--- src/rtl/hi_reader_pkg.sv ---
// Shared constants, state and status types for the HF reader sequencer.
// The SNIFF state exists only when HI_READER_SEQ_SNIFF_EN is defined.
package hi_reader_pkg;

  localparam logic [2:0] RECEIVE_IQ        = 3'd0;
  localparam logic [2:0] RECEIVE_AMPLITUDE = 3'd1;
  localparam logic [2:0] RECEIVE_PHASE     = 3'd2;
  localparam logic [2:0] SEND_FULL_MOD     = 3'd3;
  localparam logic [2:0] SEND_SHALLOW_MOD  = 3'd4;
  localparam logic [2:0] SNIFF_IQ          = 3'd5;
  localparam logic [2:0] SNIFF_AMPLITUDE   = 3'd6;
  localparam logic [2:0] SNIFF_PHASE       = 3'd7;

  typedef enum logic [2:0] {
    S_IDLE,
    S_TX,
    S_GUARD,
    S_RX
`ifdef HI_READER_SEQ_SNIFF_EN
    , S_SNIFF
`endif
  } state_t;

  typedef enum logic [1:0] {
    ST_NONE,
    ST_TIMEOUT,
    ST_STOPPED,
    ST_ABORTED
  } status_t;

  // Only the three receive codes are legal in GUARD/RX.
  function automatic logic [2:0] sanitize_rx(input logic [2:0] m);
    return (m <= RECEIVE_PHASE) ? m : RECEIVE_IQ;
  endfunction

  function automatic logic [2:0] sanitize_sniff(input logic [2:0] m);
    return (m >= SNIFF_IQ) ? m : SNIFF_IQ;
  endfunction

endpackage

--- src/rtl/hi_reader_seq_bit_tx.sv ---
// Bit serialiser: 32-bit LSB-first shift register, per-bit timer and bit counter.
// last flags the final carrier cycle of the final bit.
module hi_reader_bit_tx #(
  parameter int BIT_CYCLES = 128
) (
  input  logic        clk,
  input  logic        reset_n,
  input  logic        load,
  input  logic        clear,
  input  logic [5:0]  len,
  input  logic [31:0] data,
  output logic        tx_mod,
  output logic        last
);
  import hi_reader_pkg::*;

  localparam int TW = $clog2(BIT_CYCLES);
  localparam logic [TW-1:0] T_MAX = TW'(BIT_CYCLES - 1);

  logic [31:0]   sreg;
  logic [TW-1:0] timer;
  logic [5:0]    count;
  logic [5:0]    len_q;
  logic          active;
  logic          bit_end;
  logic          final_bit;

  assign bit_end   = (timer == T_MAX);
  assign final_bit = (count == len_q - 6'd1);
  assign last      = active & bit_end & final_bit;
  assign tx_mod    = active & sreg[0];

  always_ff @(negedge clk) begin
    if (!reset_n) begin
      sreg   <= '0;
      timer  <= '0;
      count  <= '0;
      len_q  <= '0;
      active <= 1'b0;
    end else if (clear) begin
      active <= 1'b0;
    end else if (load) begin
      sreg   <= data;
      timer  <= '0;
      count  <= '0;
      len_q  <= len;
      active <= (len != 6'd0);
    end else if (active) begin
      if (bit_end) begin
        timer <= '0;
        sreg  <= sreg >> 1;
        count <= count + 6'd1;
        if (final_bit) active <= 1'b0;
      end else begin
        timer <= timer + TW'(1);
      end
    end
  end

endmodule

--- src/rtl/hi_reader_seq.sv ---
// HF reader transaction sequencer: TX modulation, guard interval, bounded RX window.
// Optional sniff mode is enabled with HI_READER_SEQ_SNIFF_EN.
module hi_reader_seq #(
  parameter int BIT_CYCLES = 128
) (
  input  logic        ck_1356meg,
  input  logic        reset_n,
  input  logic        cmd_valid,
  output logic        cmd_ready,
  input  logic [31:0] cmd_tx_data,
  input  logic [5:0]  cmd_tx_len,
  input  logic        cmd_full_mod,
  input  logic [2:0]  cmd_rx_mode,
  input  logic [15:0] cmd_guard,
  input  logic [15:0] cmd_rx_window,
  input  logic        rx_stop,
  input  logic        abort,
  input  logic        sniff_req,
  input  logic [2:0]  sniff_mode,
  output logic [2:0]  minor_mode,
  output logic        tx_mod,
  output logic        busy,
  output logic        done,
  output logic [1:0]  status
);
  import hi_reader_pkg::*;

  state_t      state, state_n;
  status_t     status_q, status_n;
  logic [15:0] phase, phase_n;
  logic [15:0] guard_q, guard_n;
  logic [15:0] window_q, window_n;
  logic [2:0]  rx_mode_q, rx_mode_n;
  logic        full_q, full_n;
  logic        done_n;
  logic [2:0]  mode_n;
  logic        accept;
  logic        tx_last;

`ifndef HI_READER_SEQ_SNIFF_EN
  logic unused_sniff;
  assign unused_sniff = ^{sniff_req, sniff_mode};
`endif

  // Valid/ready: a command transfers on any falling edge where cmd_valid and
  // cmd_ready are both high; abort withdraws ready so it blocks the transfer.
  assign cmd_ready = reset_n & ~abort & (state == S_IDLE);
  assign accept    = cmd_valid & cmd_ready;
  assign busy      = (state != S_IDLE);
  assign status    = status_q;

  assign guard_n   = accept ? cmd_guard : guard_q;
  assign window_n  = accept ? cmd_rx_window : window_q;
  assign rx_mode_n = accept ? sanitize_rx(cmd_rx_mode) : rx_mode_q;
  assign full_n    = accept ? cmd_full_mod : full_q;

  hi_reader_bit_tx #(.BIT_CYCLES(BIT_CYCLES)) u_bit_tx (
    .clk     (ck_1356meg),
    .reset_n (reset_n),
    .load    (accept),
    .clear   (abort),
    .len     (cmd_tx_len),
    .data    (cmd_tx_data),
    .tx_mod  (tx_mod),
    .last    (tx_last)
  );

  always_comb begin
    state_n  = state;
    phase_n  = phase;
    status_n = status_q;
    done_n   = 1'b0;
    case (state)
      S_IDLE: begin
        if (accept) begin
          if (cmd_tx_len != 6'd0) begin
            state_n = S_TX;
          end else if (cmd_guard != 16'd0) begin
            state_n = S_GUARD;
            phase_n = cmd_guard;
          end else begin
            state_n = S_RX;
            phase_n = cmd_rx_window;
          end
        end
`ifdef HI_READER_SEQ_SNIFF_EN
        else if (sniff_req && !abort) begin
          state_n = S_SNIFF;
        end
`endif
      end
      S_TX: begin
        if (abort) begin
          state_n  = S_IDLE;
          done_n   = 1'b1;
          status_n = ST_ABORTED;
        end else if (tx_last) begin
          if (guard_q != 16'd0) begin
            state_n = S_GUARD;
            phase_n = guard_q;
          end else begin
            state_n = S_RX;
            phase_n = window_q;
          end
        end
      end
      S_GUARD: begin
        if (abort) begin
          state_n  = S_IDLE;
          done_n   = 1'b1;
          status_n = ST_ABORTED;
        end else if (phase <= 16'd1) begin
          state_n = S_RX;
          phase_n = window_q;
        end else begin
          phase_n = phase - 16'd1;
        end
      end
      S_RX: begin
        // A zero window never decrements, so it cannot reach expiry.
        if (abort) begin
          state_n  = S_IDLE;
          done_n   = 1'b1;
          status_n = ST_ABORTED;
        end else if (rx_stop) begin
          state_n  = S_IDLE;
          done_n   = 1'b1;
          status_n = ST_STOPPED;
        end else if (window_q != 16'd0) begin
          if (phase <= 16'd1) begin
            state_n  = S_IDLE;
            done_n   = 1'b1;
            status_n = ST_TIMEOUT;
          end else begin
            phase_n = phase - 16'd1;
          end
        end
      end
`ifdef HI_READER_SEQ_SNIFF_EN
      S_SNIFF: begin
        if (abort || !sniff_req) state_n = S_IDLE;
      end
`endif
      default: state_n = S_IDLE;
    endcase
  end

  // minor_mode is registered from the next state so it switches with the state.
  always_comb begin
    mode_n = RECEIVE_IQ;
    case (state_n)
      S_TX:    mode_n = full_n ? SEND_FULL_MOD : SEND_SHALLOW_MOD;
      S_GUARD: mode_n = rx_mode_n;
      S_RX:    mode_n = rx_mode_n;
`ifdef HI_READER_SEQ_SNIFF_EN
      S_SNIFF: mode_n = sanitize_sniff(sniff_mode);
`endif
      default: mode_n = RECEIVE_IQ;
    endcase
  end

  always_ff @(negedge ck_1356meg) begin
    if (!reset_n) begin
      state      <= S_IDLE;
      status_q   <= ST_NONE;
      phase      <= '0;
      guard_q    <= '0;
      window_q   <= '0;
      rx_mode_q  <= RECEIVE_IQ;
      full_q     <= 1'b0;
      done       <= 1'b0;
      minor_mode <= RECEIVE_IQ;
    end else begin
      state      <= state_n;
      status_q   <= status_n;
      phase      <= phase_n;
      guard_q    <= guard_n;
      window_q   <= window_n;
      rx_mode_q  <= rx_mode_n;
      full_q     <= full_n;
      done       <= done_n;
      minor_mode <= mode_n;
    end
  end

endmodule

--- config.mk ---
export PLATFORM = sky130hd
export DESIGN_NAME = hi_reader_seq
export DESIGN_NICKNAME = d
export VERILOG_FILES = /design/src/rtl/hi_reader_pkg.sv /design/src/rtl/hi_reader_seq_bit_tx.sv /design/src/rtl/hi_reader_seq.sv
export SDC_FILE = /design/constraint.sdc
export NUM_CORES = 1
export LEC_CHECK = 0
export CAP_MARGIN = 40
export CORE_MARGIN = 3
export CORE_UTILIZATION = 35
export DETAILED_ROUTE_END_ITERATION = 10
export PLACE_DENSITY = 0.67
export SYNTH_ARGS = -nofsm -noshare
export SYNTH_HDL_FRONTEND = slang
export SYNTH_SLANG_ARGS = --single-unit
--- constraint.sdc ---
create_clock -name ck_1356meg -period 4.4 [get_ports ck_1356meg]
set_input_delay 0.66 -clock ck_1356meg [delete_from_list [all_inputs] [get_ports ck_1356meg]]
set_output_delay 0.66 -clock ck_1356meg [all_outputs]
set_load 0.005 [all_outputs]
==> metrics.md <==
| Metric | Value |
|---|---|
| Status | completed |
| Internal cell power | 2.18 mW |
| Avg Synthesized Cell Area | 8.05 um^2 |
| Global Route Usage Sum | 0.187 |
| ANT nets after route | 0 |
| Pre-CTS setup slack | -0.561 ns |
| Seq/Total Area, Yosys | 0.379 |
| Initial drt markers | 390 |
| Top delay family on crit path | buffers and inverters |
| LEAKAGE | 4.12 nW |
| Synthesized cell area | 5960 um^2 |
| Clk_skew | 0.0185 ns |
| Clock root cell | clkbuf_16 |
| Die span in y | 137 um |
| Cell Chain, Critical Path | and2_1 -> clkdlybuf4s50_1 |
| Post-Syn Nets | 829 |
| Gate Count Post-Synth | 741 |
| Post-route setup TNS | 0 ns |
| Drt drc | 0 |
| Fillers | 1566 |
| MaxCap Viol Count | 0 |
| Vias per Instance | 5.13 |
| EDFF count, synth | 0 |
| Cts bufs inserted | 17 |
| Vias in the first global route | 6165 |
| Worst-margin pin slew | 0.752 ns |
| Port-buffer cells | 87 |
| DP Wirelength | 11700 um |
| Ant diodes | 0 |
| Kind of critical path | register to output port |
| M1 GR Usage | 0.234 |
| Initial Util | 0.358 |
| Commonest non-fill, non-tap cell in the layout | nand2_1 |
| Total power | 3.12 mW |
| Slack of the critical path | 0.0608 ns |
| Overflow after GRT | 0 |
| Top-Level Pins | 92 |
| Layout cells sized above 1 | 0.132 |
| Switching part of the total power | 0.302 |
| Commonest cells after routing, fill and taps aside | nand2_1 (175), inv_1 (139), dfxtp_1 (112), clkdlybuf4s50_1 (80), buf_4 (58) |
| Synth Flop Type | dfxtp_1 |
| Placer Congestion | 0.847 |
| Seq. cell area | 2260 um^2 |
| Async S/R FF share, synth | 0 |
| Most used routing layer | met2 |
| Critical Path Max Stage Delay | 0.49 ns |
| Clock buffer depth | 2 |
| Element type at the critical path end | output port |
| Reg2Reg Depth | 7 |
| Yosys reg bits | 113 |
| # nets final | 1065 |
| Warnings from Yosys | 0 |
| WHS | 0.451 ns |
| NetSw | 943 uW |
| Routed Wire Length | 17500 um |
| Top-area cell type share of the netlist area | 0.379 |
| Row count | 47 |
| Combinational Power Share | 0.090 |
| Clock sinks | 113 |
| First-pass GRT wire length | 28100 um |
| Slowest CP cell | clkdlybuf4s50_1 |
| Pwr/cell area | 364 nW/um^2 |
| Rel. slew slack | 0.497 |
| Largest net degree at the start of global routing | 52 |
| Reg clk slew, reported paths | 0.04 ns |
| Instance count on the critical path | 2 |
| Critical path launch point type | register |
| Crit path buf inv count | 1 |
| WL per Instance | 14.5 um |
| Final slew viol count | 0 |
| Clock power share | 0.568 |
| Multi-input logic area | 3460 um^2 |
| Cell variety after synth | 66 |
| Skew-Pair Late Insertion Delay | 0.46 ns |
| CP required | 3.74 ns |
| Maximum VDD drop | 0.000269 V |
| TritonRoute pass-1 iters | 5 |
| Cell taking the most area after synthesis | dfxtp_1 |
| Met3 Usage GRT | 0.0658 |
| Synth area leaders | dfxtp_1 (38%), nand2_1 (11%), a21boi_0 (5.3%) |
| H-tree depth | 4 |
| Crit path max fanout | 5 |
| Fin. Hold Viols | 0 |
| Data arrival time of the worst path | 3.68 ns |
| Via count | 6207 |
| RSZ-0062 raised after global routing | false |
| Area of the core | 16600 um^2 |
| CTS tree | yes |
| Met2 Usage GRT | 0.281 |
| Share of power burned in registers | 0.342 |
| # setup viols final | 0 |
| HP Class | register to register |
| Initial antenna violation count | 0 |
| Die Area | 18600 um^2 |
| Hold Path Depth | 2 |
| Chip Width | 137 um |
| P&R area growth vs syn | 43.8% |
[Yosys cell counts (3+ instances only)]
| library cell | instances |
|---|---|
| a211o_1 | 7 |
| a21boi_0 | 42 |
| a21oi_1 | 13 |
| a221o_1 | 5 |
| a22oi_1 | 4 |
| a31oi_1 | 5 |
| and2_1 | 6 |
| and3_1 | 9 |
| buf_2 | 5 |
| clkbuf_1 | 43 |
| dfxtp_1 | 113 |
| ha_1 | 5 |
| inv_1 | 27 |
| mux2i_1 | 17 |
| nand2_1 | 176 |
| nand2b_1 | 5 |
| nand3_1 | 49 |
| nand4_1 | 9 |
| nor2_1 | 27 |
| nor2b_1 | 7 |
| nor3_1 | 7 |
| nor4_1 | 15 |
| o211a_1 | 31 |
| o21ai_0 | 15 |
| o21ai_1 | 3 |
| o221ai_1 | 5 |
| o22ai_1 | 10 |
| o31ai_1 | 5 |
| or4_1 | 3 |
| xnor2_1 | 13 |
| xor2_1 | 16 |
[sequential cells by signal, summed over array words and instances (netlist names), 6 cells and up]
name / count
u_bit_tx.sreg: 32
guard_q: 16
phase: 16
window_q: 16
u_bit_tx.timer: 7
u_bit_tx.count: 6
u_bit_tx.len_q: 6
[worst min-delay path: stages (launching register included)]
cell      delay, ns
dfxtp_1        0.29
nand2_1        0.05
a21boi_1       0.06
[kinds of logic (layout without fill, tap and decap cells)]
group | after synthesis | count (layout) | synth area share
AO/OA/AOI/OAI | 167 | 167 | 0.226
XOR/XNOR | 29 | 29 | 0.0426
adder cells (fa/ha/maj) | 5 | 5 | 0.0105
buffers and inverters | 78 | 326 | 0.0514
flip-flops | 113 | 113 | 0.379
multiplexers | 20 | 20 | 0.0348
other | 1 | 1 | 0.000629
AND/OR/NAND/NOR | 328 | 328 | 0.255
[final cells by class]
type / count / share of cell area
Clock buffer: 17 / 0.0496
Clock inverter: 127 / 0.0676
Inverter: 26 / 0.0114
Multi-Input combinational cell: 550 / 0.404
Sequential cell: 113 / 0.264
Tap cell: 220 / 0.0321
Timing Repair Buffer: 156 / 0.171
[power groups by stage]
| stage | clock, mW | combinational (mW) | sequential (mW) |
|---|---|---|---|
| floorplan | 0.157 | 0.126 | 1.08 |
| global placement | 0.157 | 0.270 | 1.08 |
| detailed placement | 0.157 | 0.271 | 1.08 |
| CTS | 1.82 | 0.276 | 1.07 |
| global route | 1.95 | 0.305 | 1.07 |
| finish | 1.77 | 0.281 | 1.07 |
[metrics by stage]
step,instance area [um^2],utilization,cells
5_1_grt,8570,0.515,1209
3_3_place_gp,7440,0.447,1057
4_1_cts,8500,0.511,1205
2_1_floorplan,5980,-,741
6_report,8570,0.515,1209
3_5_place_dp,7450,0.448,1059
[per-layer routing]
layer	part of all wire	routed length, um
met5	0	0
met4	0.016	277
met1	0.46	8100
met2	0.48	8330
met3	0.047	823
[final timing paths]
check                           slack, ns       endpoint               from
worst max register to register       1.83  minor_mode[2]  u_bit_tx.timer[0]
worst min register to register       0.45   rx_mode_q[1]       rx_mode_q[1]
worst max-delay path                 0.06         tx_mod    u_bit_tx.active
worst min-delay path                 0.45   rx_mode_q[1]       rx_mode_q[1]
[what timing repair did]
action	CTS	global route
pin swaps	6	5
setup buffers	3	3
endpoints found under the setup margin	20	77
cloned	0	1
hold buffers	0	0
resized for setup	14	10
No activity file was read; power rests on OpenSTA's default activity.
